### config.mk
export PLATFORM = sky130hd
export DESIGN_NAME = bsg_down_io_rx
export DESIGN_NICKNAME = d
export VERILOG_FILES = /design/src/rtl/bsg_down_io_rx.sv
export SDC_FILE = /design/constraint.sdc
export NUM_CORES = 1
export LEC_CHECK = 0
export ABC_CLOCK_PERIOD_IN_PS = 2000
export CORE_UTILIZATION = 38
export CTS_BUF_LIST = sky130_fd_sc_hd__clkbuf_4
export DETAILED_ROUTE_END_ITERATION = 16
export PLACE_DENSITY = 0.78
export SYNTH_ARGS = -nofsm -noshare
export SYNTH_HDL_FRONTEND = slang
export SYNTH_SLANG_ARGS = --single-unit
### constraint.sdc
create_clock -name clk -period 2 [get_ports clk]
set_clock_uncertainty 0.1 [all_clocks]
set_input_delay 0.3 -clock clk [delete_from_list [all_inputs] [get_ports clk]]
set_output_delay 0.3 -clock clk [all_outputs]
set_load 0.01 [all_outputs]
### src/rtl/bsg_down_io_rx.sv
// Downstream receive front-end: registers the off-chip byte stream, pairs bytes into 16-bit words,
// writes them into the channel buffer at wptr, and returns one credit per TOKEN_DECIM drained words.
`timescale 1ns/1ps

module bsg_down_io_rx #(
  parameter int ADDR_W      = 6,
  parameter int TOKEN_DECIM = 4
) (
  input  logic              clk,
  input  logic              rst,
  input  logic              io_valid_in,
  input  logic [7:0]        io_data_in,
  input  logic [ADDR_W:0]   rptr,
  input  logic              deq,
  output logic              buf_w_v,
  output logic [ADDR_W-1:0] buf_w_addr,
  output logic [15:0]       buf_w_data,
  output logic [ADDR_W:0]   wptr,
  output logic              full,
  output logic              io_token_out,
  output logic              overflow
);

  localparam int TOK_W = (TOKEN_DECIM > 1) ? $clog2(TOKEN_DECIM) : 1;
  localparam logic [TOK_W-1:0] TOK_LAST = TOK_W'(TOKEN_DECIM - 1);

  typedef enum logic {PH_LO = 1'b0, PH_HI = 1'b1} phase_e;

  phase_e            phase_q, phase_d;
  logic              io_valid_q, io_valid_d;
  logic [7:0]        io_data_q, io_data_d;
  logic [7:0]        byte_lo_q, byte_lo_d;
  logic [ADDR_W:0]   wptr_q, wptr_d;
  logic [TOK_W-1:0]  tok_cnt_q, tok_cnt_d;
  logic              io_token_out_q, io_token_out_d;
  logic              overflow_q, overflow_d;
  logic              word_done;

  // Pairing FSM: state register
  always_ff @(posedge clk) begin
    if (rst) begin
      phase_q <= PH_LO;
    end else begin
      phase_q <= phase_d;
    end
  end

  // Pairing FSM: next state; bubbles leave the phase untouched
  always_comb begin
    phase_d = phase_q;
    if (io_valid_q) begin
      phase_d = (phase_q == PH_LO) ? PH_HI : PH_LO;
    end
  end

  // Pairing FSM: outputs (combinational write port off registered state)
  always_comb begin
    word_done  = io_valid_q && (phase_q == PH_HI);
    buf_w_v    = word_done && !full;
    buf_w_addr = wptr_q[ADDR_W-1:0];
    buf_w_data = {io_data_q, byte_lo_q};
  end

  // Full only compares against rptr as sampled now; a same-cycle deq does not rescue the word
  always_comb begin
    full = (wptr_q[ADDR_W-1:0] == rptr[ADDR_W-1:0]) && (wptr_q[ADDR_W] != rptr[ADDR_W]);
  end

  always_comb begin
    io_valid_d = io_valid_in;
    io_data_d  = io_data_in;
    byte_lo_d  = byte_lo_q;
    if (io_valid_q && (phase_q == PH_LO)) begin
      byte_lo_d = io_data_q;
    end
    wptr_d     = wptr_q + {{ADDR_W{1'b0}}, buf_w_v};
    overflow_d = overflow_q | (word_done & full);
  end

  always_comb begin
    tok_cnt_d      = tok_cnt_q;
    io_token_out_d = 1'b0;
    if (deq) begin
      tok_cnt_d      = (tok_cnt_q == TOK_LAST) ? '0 : tok_cnt_q + 1'b1;
      io_token_out_d = (tok_cnt_q == TOK_LAST);
    end
  end

  always_ff @(posedge clk) begin
    if (rst) begin
      io_valid_q     <= 1'b0;
      io_data_q      <= '0;
      byte_lo_q      <= '0;
      wptr_q         <= '0;
      tok_cnt_q      <= '0;
      io_token_out_q <= 1'b0;
      overflow_q     <= 1'b0;
    end else begin
      io_valid_q     <= io_valid_d;
      io_data_q      <= io_data_d;
      byte_lo_q      <= byte_lo_d;
      wptr_q         <= wptr_d;
      tok_cnt_q      <= tok_cnt_d;
      io_token_out_q <= io_token_out_d;
      overflow_q     <= overflow_d;
    end
  end

  assign wptr         = wptr_q;
  assign io_token_out = io_token_out_q;
  assign overflow     = overflow_q;

endmodule
# After elaboration in Yosys (flattened, before gate mapping)
# Cells that the tools add are included.
# classes
n_addsub	2
mul	0
div_mod_pow	0
magnitude_cmp	0
eq_ne	3
n_shift	0
mux	2
bitwise	4
reduce_logical	6
# op_table
op	count
adder 7 x 1 -> 7 bit	1
== test 6 bit	1
logical AND 1 bit	4
adder 2 x 1 -> 2 bit, second input constant	1
== test 2 bit, second input constant	1
2-to-1 mux 2 bit	1
NOT 1 bit	2
OR reduction 2 bit	1
AND 1 bit	1
logical NOT 1 bit	1
2-to-1 mux 1 bit	1
inequality test 1 bit	1
OR 1 bit	1
# word_totals
regBits	29
latchBits	0
ramBits	0
romBits	0
inputBits	19
out_inout_bits	33
wordCells	25
memories	0

# Logic depth before layout (Yosys ltp)
# Gate-level depths: netlist of run 1.
# depth
ltp_word	5
depth_mapped	8
ltp_nobuf	8

# Worst setup path before layout of run 1
# No wires, ideal clock.
# synth_path
path_type	register -> register
from	register wptr_q[2], in the netlist wptr[2]
to	register wptr_q[4], in the netlist wptr[4]
setup_ns	0.117
arrival_ns	1.939
required_ns	1.783
slack_ns	-0.156
path_stages_with_launch	9
n_path_buf	0
synth_period_minus_slack_ns	2.156
cell_sequence	dfxtp_1 xnor2_1 nand4_1 o311a_1 ha_1 ha_1 nand3_1 xor2_1 nor2_1
# synth_between
elab_chain_cells	5
# synth_lines
item	line	text
from (decl)	33	logic [ADDR_W:0] wptr_q, wptr_d;
from (signal assigned)	102	wptr_q <= wptr_d;
== test 6 bit	66	full = (wptr_q[ADDR_W-1:0] == rptr[ADDR_W-1:0]) && (wptr_q[ADDR_W] != rptr[ADDR_W]);
logical AND 1 bit	66	
logical NOT 1 bit	59	buf_w_v = word_done && !full;
logical AND 1 bit	59	
net buf_w_v	15	output logic buf_w_v,
adder 7 x 1 -> 7 bit	76	wptr_d = wptr_q + {{ADDR_W{1'b0}}, buf_w_v};
# The timed path passes the listed nets, and every way through them passes these cells.
# A chain may end at the register's enable or synchronous reset.

# Worst setup path in the final report of run 1
# layout_path
from	input rptr[4]
to	register wptr_q[4], in the netlist wptr[4]
# layout_between
elab_chain_cells	5
# layout_lines
item	line	text
from (decl)	13	input logic [ADDR_W:0] rptr,
== test 6 bit	66	
logical AND 1 bit	66	
logical NOT 1 bit	59	
logical AND 1 bit	59	
adder 7 x 1 -> 7 bit	76	
# Every way passes these cells.

==> metrics.cfg, run 1 <==
[status]
status = finished clean

[routing]
viasPerCell = 4.795
vias = 1007
drcViolationCount = 0
routed_wl_um = 2578
final_antenna_net_count = 0
dr.pass1.iters = 4
drtIter0Drc = 11
avgRoutedWirePerCell_um = 12.28

[setup_path]
cpLargestDelayFamily = buffers and inverters
startpoint_type = input pin
cp.arrival_ns = 2.06
crit_required_ns = 2.10
cpMaxStageDelayCell = clkdlybuf4s50_1
worstPathBufferInverterCount = 1
critPathCaptureType = flop
worstReg2RegEnd = wptr[4]$_SDFF_PP0_
critPathMaxStageDelay_ns = 0.48
cp_cell_sequence = clkdlybuf4s50_1, xnor2_1, nand2_1, o311a_1, ha_2, ha_4, nand3_1, xor2_1, nor2_1
cp_max_fo = 3
timing.rr.start = wptr[5]$_SDFF_PP0_
worstRegToRegCells = 8
critPathKind = input pin to flop
r2r_setup_slack_ns = 0.10

[sta]
drv_slew = 0
fin_crit_ns = 1.963
hold_viol = 0
slew_headroom_pct = 63.21
timing.fmax_mhz = 509.5
rsz0062_at_grt = true
worst_slew_pin_slew_ns = 0.5508
setup_viol = 0
setup_slack_ns = 0.03712
hold_ws_ns = 0.3618
fin_tns_setup_ns = 0
fin_crit_sh_pct = 98.14

[place]
dpl_worst_slack_ns = -0.4345
hpwl_um = 1897
post-place-cells = 202
io_buffers = 51
gp_congestion = 0.7326

[cells_and_area]
ff_latch_area_um2 = 588.1
area.growth.synth_to_final_pct = 58.40
fill_cells = 237
final_util_pct = 64.06
layout.nets = 200
drive_gt1_share_pct = 18.99
diodes = 0
final_cells = 210
multiInputGateArea_um2 = 519.2

[floorplan]
core-area_um2 = 2781
die_area_um2 = 3182
rows = 19
top_level_ports = 52
die_h_um = 56.41
die_width_um = 56.41
start_util_pct = 40.44

[worst_hold_path]
hold_path.class = flop to flop
min_to = byte_lo_q[0]$_SDFFE_PP0P_
hp-start = byte_lo_q[0]$_SDFFE_PP0P_
worstHoldPathCells = 2

[global_route]
grt_pass1_wl_um = 4160
grt_overflow = 0
grt_max_degree = 30
first_global_vias = 959
grtUsageTotal_pct = 16.82
antenna_found_initial = 0

[synth]
ys_warn_count = 0
synth.avg_cell_area_um2 = 9.374
synth.distinct_cells = 23
ys_seq_elements = 29
synth_area_um2 = 1125
postSynthNetCount = 142
yosys.area.top_type = dfxtp_1
synthCells = 120
ys_top_cells_by_area = dfxtp_1 52%, nand2_1 6.7%, nor2b_1 6.7%
synth_top_area_share_pct = 51.61
ys_seq_area_share_pct = 51.61

[clock_network]
clk_path_buf_depth = 2
clk_latency_ns = 0.31
post-cts-setup-buffers = 0
clockRootBuffer = clkbuf_4
clk_pin_slew_ns = 0.09
cts_tree = done
cts_buffers = 5
htreeDepth = 2
cts.sinks = 29

[power_and_ir_drop]
ir_drop_v = 0.0005837
p_leak_uw = 0.0006766
powerDensity_nw_per_um2 = 595.7

[job]
max_cap_violations = 0

[state kept, by name, summed over array words and instances (netlist names)]
name / cells
byte_lo_q: 8
io_data_q: 8
io_token_out: 1
io_valid_q: 1
overflow: 1
phase_q: 1
tok_cnt_q: 2
wptr: 7
[placed cells by master, fill, tap and decap left out, drive strengths merged]
| cell | count |
|---|---|
| buf | 13 |
| inv | 1 |
| ha | 3 |
| clkbuf | 5 |
| nor2b | 12 |
| dfxtp | 29 |
| nand3 | 3 |
| o21ai | 2 |
| xor2 | 2 |
| o311a | 1 |
| a21oi | 11 |
| clkinv | 3 |
| nor2 | 7 |
| nand4 | 1 |
| nor3 | 1 |
| nand2 | 20 |
| clkdlybuf4s50 | 45 |
| or3 | 3 |
| xnor2 | 8 |
| dlymetal6s2s | 1 |
| o32ai | 1 |
| dlygate4sd2 | 3 |
| nand2b | 2 |
| mux2i | 2 |
[how the worst max path moves through the flow]
stage / endpoint / slack (ns) / cells after the start / startpoint
finish: wptr[4]$_SDFF_PP0_ / 0.04 / 9 / rptr[4]
global route: wptr[4]$_SDFF_PP0_ / -0.002 / 9 / rptr[3]
floorplan: wptr[4]$_SDFF_PP0_ / 0.004 / 8 / wptr[2]$_SDFF_PP0_
detailed placement: full / -0.43 / 6 / rptr[2]
CTS: buf_w_v / 0.006 / 5 / rptr[0]
global placement: full / -0.39 / 6 / rptr[0]
[stage by stage]
stage          area [µm²]  total power (µW)
2_1_floorplan        1132             675.7
3_3_place_gp         1699             753.9
3_5_place_dp         1699             757.2
4_1_cts              1755              1068
5_1_grt              1782              1114
6_report             1782              1061
[metal layers]
metal / track usage [%] / routed length [µm] / vias to the layer above / part of all wire (%)
met1: 18.64 / 1019 / 457 / 40
met5: 0 / 0 / - / 0
met2: 28.74 / 1271 / 46 / 49
met4: 5.226 / 33 / 0 / 1.3
met3: 7.604 / 254 / 6 / 9.9
li1: - / - / 498 / -
[cells in the mapped netlist]
cell / instances
buf_1: 1
or3_1: 3
o21ai_0: 2
a21oi_1: 11
buf_4: 6
nand4_1: 1
inv_1: 1
nand3_1: 2
buf_2: 1
o311a_1: 1
mux2i_1: 2
clkbuf_1: 3
xor2_1: 2
ha_1: 3
nand2_1: 20
dfxtp_1: 29
nor2_1: 7
xnor2_1: 8
o32ai_2: 1
nor2b_1: 12
nand3_2: 1
nand2b_1: 2
nor3_1: 1
[cell type report]
class	instances	area share [%]
clock buffers	5	2.107
clock inverters	3	0.7022
inverters	1	0.2107
multi-input cells	79	29.14
flip-flops and latches	29	33.01
well taps	31	2.177
repair buffers	62	32.65
[where the power goes]
| group | internal, µW | leakage, µW | switching, µW |
|---|---|---|---|
| Clock | 127 | 0.0000300 | 191 |
| Sequential | 598 | 0.000240 | 13.0 |
| Combinational | 80.5 | 0.000406 | 52.7 |
| Total | 805 | 0.000677 | 256 |
[worst min-delay path, stage by stage (launching register included)]
cell and delay [ns]:
dfxtp_1 0.32, nand2_1 0.05, a21oi_1 0.05
[cells by family (layout without fill, tap and decap cells)]
kind of cell	after synthesis	in the layout	synth area share, %
adders and majority gates	3	3	3.337
DFF	29	29	51.61
buffers and inverters	12	71	6.116
AOI/OAI and AO/OA	15	15	8.120
xor gates and xnor gates	10	10	7.787
muxes	2	2	1.780
and+or+nand+nor	49	49	21.25
[timing repair]
item	in CTS	in global routing
endpoints found under the hold margin	0	0
gates resized for setup	15	5
hold buffers	0	0
pin swaps	6	9
setup endpoints to repair	4	6
(Power assumes the default switching activity.)
==> run 2: changes to the inputs <==
--- a/config.mk
+++ b/config.mk
@@ -10,6 +10,7 @@
 export CTS_BUF_LIST = sky130_fd_sc_hd__clkbuf_4
 export DETAILED_ROUTE_END_ITERATION = 16
 export PLACE_DENSITY = 0.78
+export RECOVER_POWER = 100
 export SYNTH_ARGS = -nofsm -noshare
 export SYNTH_HDL_FRONTEND = slang
 export SYNTH_SLANG_ARGS = --single-unit
==> metrics.cfg, run 2 (synthesized netlist as in run 1, its figures left out) <==
[status]
status = finished clean

[worst_hold_path]
hold_path.class = flop to flop
min_to = byte_lo_q[0]$_SDFFE_PP0P_
worstHoldPathCells = 2
hp-start = byte_lo_q[0]$_SDFFE_PP0P_

[power_and_ir_drop]
p_leak_uw = 0.0007683
switching_power_uw = 255.2
power_uw = 1055
switching_share_pct = 24.20
p_int_uw = 799.4
power_frac_comb_pct = 12.1
pwr-share-clk_pct = 30.1
sequentialPowerShare_pct = 57.8
powerDensity_nw_per_um2 = 591.9
ir_drop_v = 0.0005816

[clock_network]
clk_path_buf_depth = 2
cts.sinks = 29
post-cts-setup-buffers = 0
clockRootBuffer = clkbuf_4
htreeDepth = 2
clk_latency_ns = 0.31
cts_buffers = 5
clk_pin_slew_ns = 0.09
cts_tree = done
hold_buffers = 0

[setup_path]
cp.arrival_ns = 2.07
worstReg2RegEnd = wptr[4]$_SDFF_PP0_
r2r_setup_slack_ns = 0.08
worstRegToRegCells = 8
crit_required_ns = 2.10
startpoint_type = input pin
critPathKind = input pin to flop
timing.rr.start = wptr[5]$_SDFF_PP0_
critPathCaptureType = flop
cp_max_fo = 3

[sta]
slew_headroom_pct = 63.59
hold_ws_ns = 0.3581
drv_slew = 0
fin_tns_setup_ns = 0
fin_crit_sh_pct = 98.73
timing.fmax_mhz = 506.4
setup_slack_ns = 0.02542
rsz0062_at_grt = true
hold_viol = 0
fin_crit_ns = 1.975
worst_slew_pin_slew_ns = 0.5451
setup_viol = 0

[global_route]
grt_max_degree = 30
grt_pass1_wl_um = 4160
grtUsageTotal_pct = 16.82
antenna_found_initial = 0
first_global_vias = 959
grt_overflow = 0

[place]
gp_congestion = 0.7326
dpl_worst_slack_ns = -0.4345
hpwl_um = 1897
io_buffers = 51

[floorplan]
start_util_pct = 40.44
die_h_um = 56.41
die_width_um = 56.41
core-area_um2 = 2781
top_level_ports = 52
die_area_um2 = 3182
rows = 19

[routing]
routed_wl_um = 2556
avgRoutedWirePerCell_um = 12.17
viasPerCell = 4.800
final_antenna_net_count = 0
drcViolationCount = 0
dr.pass1.iters = 4
drtIter0Drc = 9
vias = 1008

[cells_and_area]
fill_cells = 237
layout.nets = 200
final_cell_mix = 30 x dlygate4sd3_1, 23 x dfxtp_1, 20 x nand2_1, 15 x clkdlybuf4s50_1, 12 x nor2b_1
area.growth.synth_to_final_pct = 58.40
diodes = 0
drive_gt1_share_pct = 18.99
final_util_pct = 64.06
layout_commonest_cell = dlygate4sd3_1

[job]
max_cap_violations = 0

==> run 2: cell count changes in the layout (fill, tap and decap cells not counted) <==
cell | previous run | this run
dlygate4sd3_1 | 0 | 30
clkdlybuf4s50_1 | 45 | 15
==> run 2: worst max-delay path, cell delays in order <==
cell,delay (ns)
clkdlybuf4s50_1,0.48
xnor2_1,0.12
nand2_1,0.10
o311a_1,0.37
ha_2,0.22
ha_4,0.17
nand3_1,0.09
xor2_1,0.16
nor2_1,0.06
==> run 2: area by class of cell <==
type | count | area [µm²] | area share [%]
timing repair buffer | 62 | 581.8 | 32.65
sequential | 29 | 588.1 | 33.01
clock buffer | 5 | 37.54 | 2.107
multi-input combinational | 79 | 519.2 | 29.14
tap | 31 | 38.79 | 2.177
clock inverter | 3 | 12.51 | 0.7022
inverter | 1 | 3.754 | 0.2107
==> run 2: metrics by stage <==
| stage | instance area [µm²] | cells |
|---|---|---|
| floorplan | 1132 | 120 |
| global placement | 1699 | 202 |
| detailed placement | 1699 | 202 |
| CTS | 1755 | 210 |
| global route | 1782 | 210 |
| finish | 1782 | 210 |
==> run 2: power groups by stage <==
stage          clock (µW)  combinational [µW]  sequential [µW]
6_report              318                 127              610
5_1_grt               355                 140              613
4_1_cts               325                 132              611
3_5_place_dp            0                 134              623
3_3_place_gp            0                 131              623
2_1_floorplan           0                46.8              629
==> run 2: how the worst max path moves through the flow <==
stage                  startpoint                  to  cells past startpoint
2_1_floorplan  wptr[2]$_SDFF_PP0_  wptr[4]$_SDFF_PP0_                      8
3_3_place_gp              rptr[0]                full                      6
3_5_place_dp              rptr[2]                full                      6
4_1_cts                   rptr[0]             buf_w_v                      5
5_1_grt                   rptr[3]  wptr[4]$_SDFF_PP0_                      9
6_report                  rptr[4]  wptr[4]$_SDFF_PP0_                      9
==> run 2: routing by layer <==
layer	vias up	track usage, %	wire length (µm)
met5	-	0	0
met4	0	5.226	22
met3	4	7.604	243
met2	45	28.74	1273
met1	459	18.64	1016
li1	500	-	-
==> run 2: repair_timing <==
action,4_1_cts,5_1_grt
pin swaps,6,9
gates resized for setup,15,5
endpoints found under the setup margin,4,6
hold endpoints to repair,0,0
gates cloned,0,0
==> RTL edit (config.mk and constraints of run 1) <==
Change the parameter `TOKEN_DECIM` from 4 to 2.
--- a/src/rtl/bsg_down_io_rx.sv
+++ b/src/rtl/bsg_down_io_rx.sv
@@ -4,7 +4,7 @@
 
 module bsg_down_io_rx #(
   parameter int ADDR_W      = 6,
-  parameter int TOKEN_DECIM = 4
+  parameter int TOKEN_DECIM = 2
 ) (
   input  logic              clk,
   input  logic              rst,
Function: changed (Yosys sat finds a counterexample within 4 cycles, from zero or initial values and one cycle with rst high).
==> RTL edit against run 1 <==
Count of clock-buffer cells in the layout decreased by 2. Sequential power decreased by 3.6%. Clock power is 14% higher. Area after synthesis decreased by 4.6%. Sequential cell count decreased by 1. Total power grew 2.0%. Routed wire length is 1.7% lower. Synthesized cell count fell by 4.2%. Global-route usage rose by 0.93 points. Sequential share of layout area shrank 1.1 points. Largest cell class is now non-clock buffers. Design area is essentially flat. First-iteration DRC count shrank 64%. Setup slack improved by 31 ps.
==> RTL edit: results (changes against run 1) <==
| Metric | Value |
|---|---|
| Run status | `finished, final reports clean` |
| Post-Synth XOR/XNOR Area | `8.97% (+1.2 points)` |
| Leakage | `0.696 nW (+2.8%)` |
| Initial antenna violation count | `0 (unchanged)` |
| Post-synthesis mux area share | `0% (-1.8 points)` |
| Top cells by count, synth | `dfxtp_1 (28), nand2_1 (20), nor2b_1 (12)` |
| Synth async-reset ratio | `0% (unchanged)` |
| Synth Area per Inst | `9.34 sq um (-0.41%)` |
| Congestion Overflow GR | `0 (unchanged)` |
| Sequential-to-total area share from yosys stat | `52.2% (+0.60 points)` |
| CTS clk-pin slew, worst paths | `140 ps (+50 ps)` |
| Hold Path Class | `reg -> reg` |
| Net Sw Frac | `20.4% (-3.7 points)` |
| Vias in the first global route | `918 (-4.3%)` |
| Vias | `955 (-5.2%)` |
| Max-slew headroom | `62.0% (-1.2 points)` |
| PortBufs | `51 (unchanged)` |
| Detailed Place HPWL | `1.89 mm (-0.42%)` |
| YS warnings | `0 (unchanged)` |
| First-pass GRT wire length | `3.75 mm (-9.8%)` |
| Initial DRC count | `4 (-7)` |
| Layout cells sized above 1 | `20.9% (+1.9 points)` |
| Max clock buf depth | `2 (unchanged)` |
| Post-synthesis adder-cell area fraction | `2.33% (-1.0 points)` |
| Vias per inst | `4.73 (-1.4%)` |
| Antenna cells | `0 (unchanged)` |
| Antenna Nets Post-Route | `0 (unchanged)` |
| CTS buffer count | `3 (-2)` |
| Final net count | `194 (-3.0%)` |
| Compound-Gate Fraction of Synth Area | `8.51% (+0.39 points)` |
| GRT Overall Usage | `17.8% (+0.93 points)` |
| Worst vdd ir | `0.660 mV (+13%)` |
| Synth cell types | `22 (-4.3%)` |
| DR WL/cell | `12.5 um (+2.1%)` |
| Synth top area cells | `dfxtp_1 (52%), nand2_1 (7.0%), nor2b_1 (7.0%), xnor2_1 (5.7%), a21oi_1 (5.1%)` |
| Arrival time worst endpoint | `1530 ps (-530 ps)` |
| Placed cells | `196 (-3.0%)` |
| Worst skew pair latency | `320 ps` |
| Max FO, Critical Path | `2 (-1)` |
| Root buffer cell | `clkbuf_4` |
| RePlAce Congestion | `0.746 (+1.8%)` |
| Net count after synthesis | `136 (-4.2%)` |
| H-tree Lvls | `1 (-1)` |
| Drt pass-1 iters | `2 (-2)` |
| Largest net degree at the start of global routing | `29 (-3.3%)` |
[RTL edit: changes by cell type after synthesis, sizes merged]
cell,delta
mux2i,-2
nor2,-2
xor2,+2
buf,+1
clkbuf,-1
dfxtp,-1
ha,-1
xnor2,-1
[RTL edit: area by class of cell]
| cell class | count | area (sq um) |
|---|---|---|
| clock buffers | 3 | 22.5 |
| clock inverters | 1 | 30.0 |
| fillers | 204 | 787 |
| inverters | 1 | 3.75 |
| multi-input cells | 75 | 508 |
| flip-flops and latches | 28 | 568 |
| well taps | 30 | 37.5 |
| repair buffers | 64 | 611 |
[RTL edit: routing by layer]
metal  vias up  part of all wire (%)  wire (um)  GRT usage, %
met2        34                    54       1370          33.7
met5         -                     0          0             0
li1        475                     -          -             -
met1       441                    38        962          18.0
met4         0                   1.4         35          7.50
met3         5                   6.6        166          4.64
[RTL edit: kinds of logic (layout without fill, tap and decap cells)]
logic type / count (synthesis) / count (layout)
compound gates: 15 / 15
xor+xnor: 11 / 11
fa+ha+maj: 2 / 2
buf+inv: 12 / 69
flops: 28 / 28
simple gates: 47 / 47
[RTL edit: repair_timing]
item,CTS,global route
pin swaps,1,9
buffers inserted,0,2
resized for setup,9,15
setup endpoints to repair,3,6
gates cloned,0,0
[RTL edit: through the flow]
stage	hold WS (ps)	cell area, sq um	total power, mW	util [%]	setup slack, ps
2_1_floorplan	321	1080	0.650	-	-3.56
3_3_place_gp	330	1650	0.728	64.1	-344
3_5_place_dp	339	1650	0.731	64.1	-384
4_1_cts	359	1690	1.09	65.9	5.17
5_1_grt	370	1780	1.13	69.3	-26.3
6_report	355	1780	1.08	69.3	67.9
[RTL edit: worst max-delay path, cell delays in order, from the launching register on]
cell and delay, ps:
dfxtp_2 360, xnor2_2 160, nand4_1 160, o311a_1 380, buf_2 150
[RTL edit: path summary, 6_finish.rpt]
path	start	endpoint	slack [ps]	cells past startpoint
min reg2reg	tok_cnt_q$_SDFFE_PP0P_	io_token_out$_SDFF_PP0_	360	2
max reg2reg	wptr[4]$_SDFF_PP0_	wptr[3]$_SDFF_PP0_	90	8
max	wptr[4]$_SDFF_PP0_	buf_w_v	70	4
min	tok_cnt_q$_SDFFE_PP0P_	io_token_out$_SDFF_PP0_	360	2
[RTL edit: power by group through the flow]
stage,sequential [mW],combinational (mW),clock (mW)
finish,0.589,0.132,0.361
global route,0.592,0.144,0.394
floorplan,0.607,0.0425,0
detailed placement,0.601,0.130,0
global placement,0.601,0.127,0
CTS,0.589,0.131,0.371
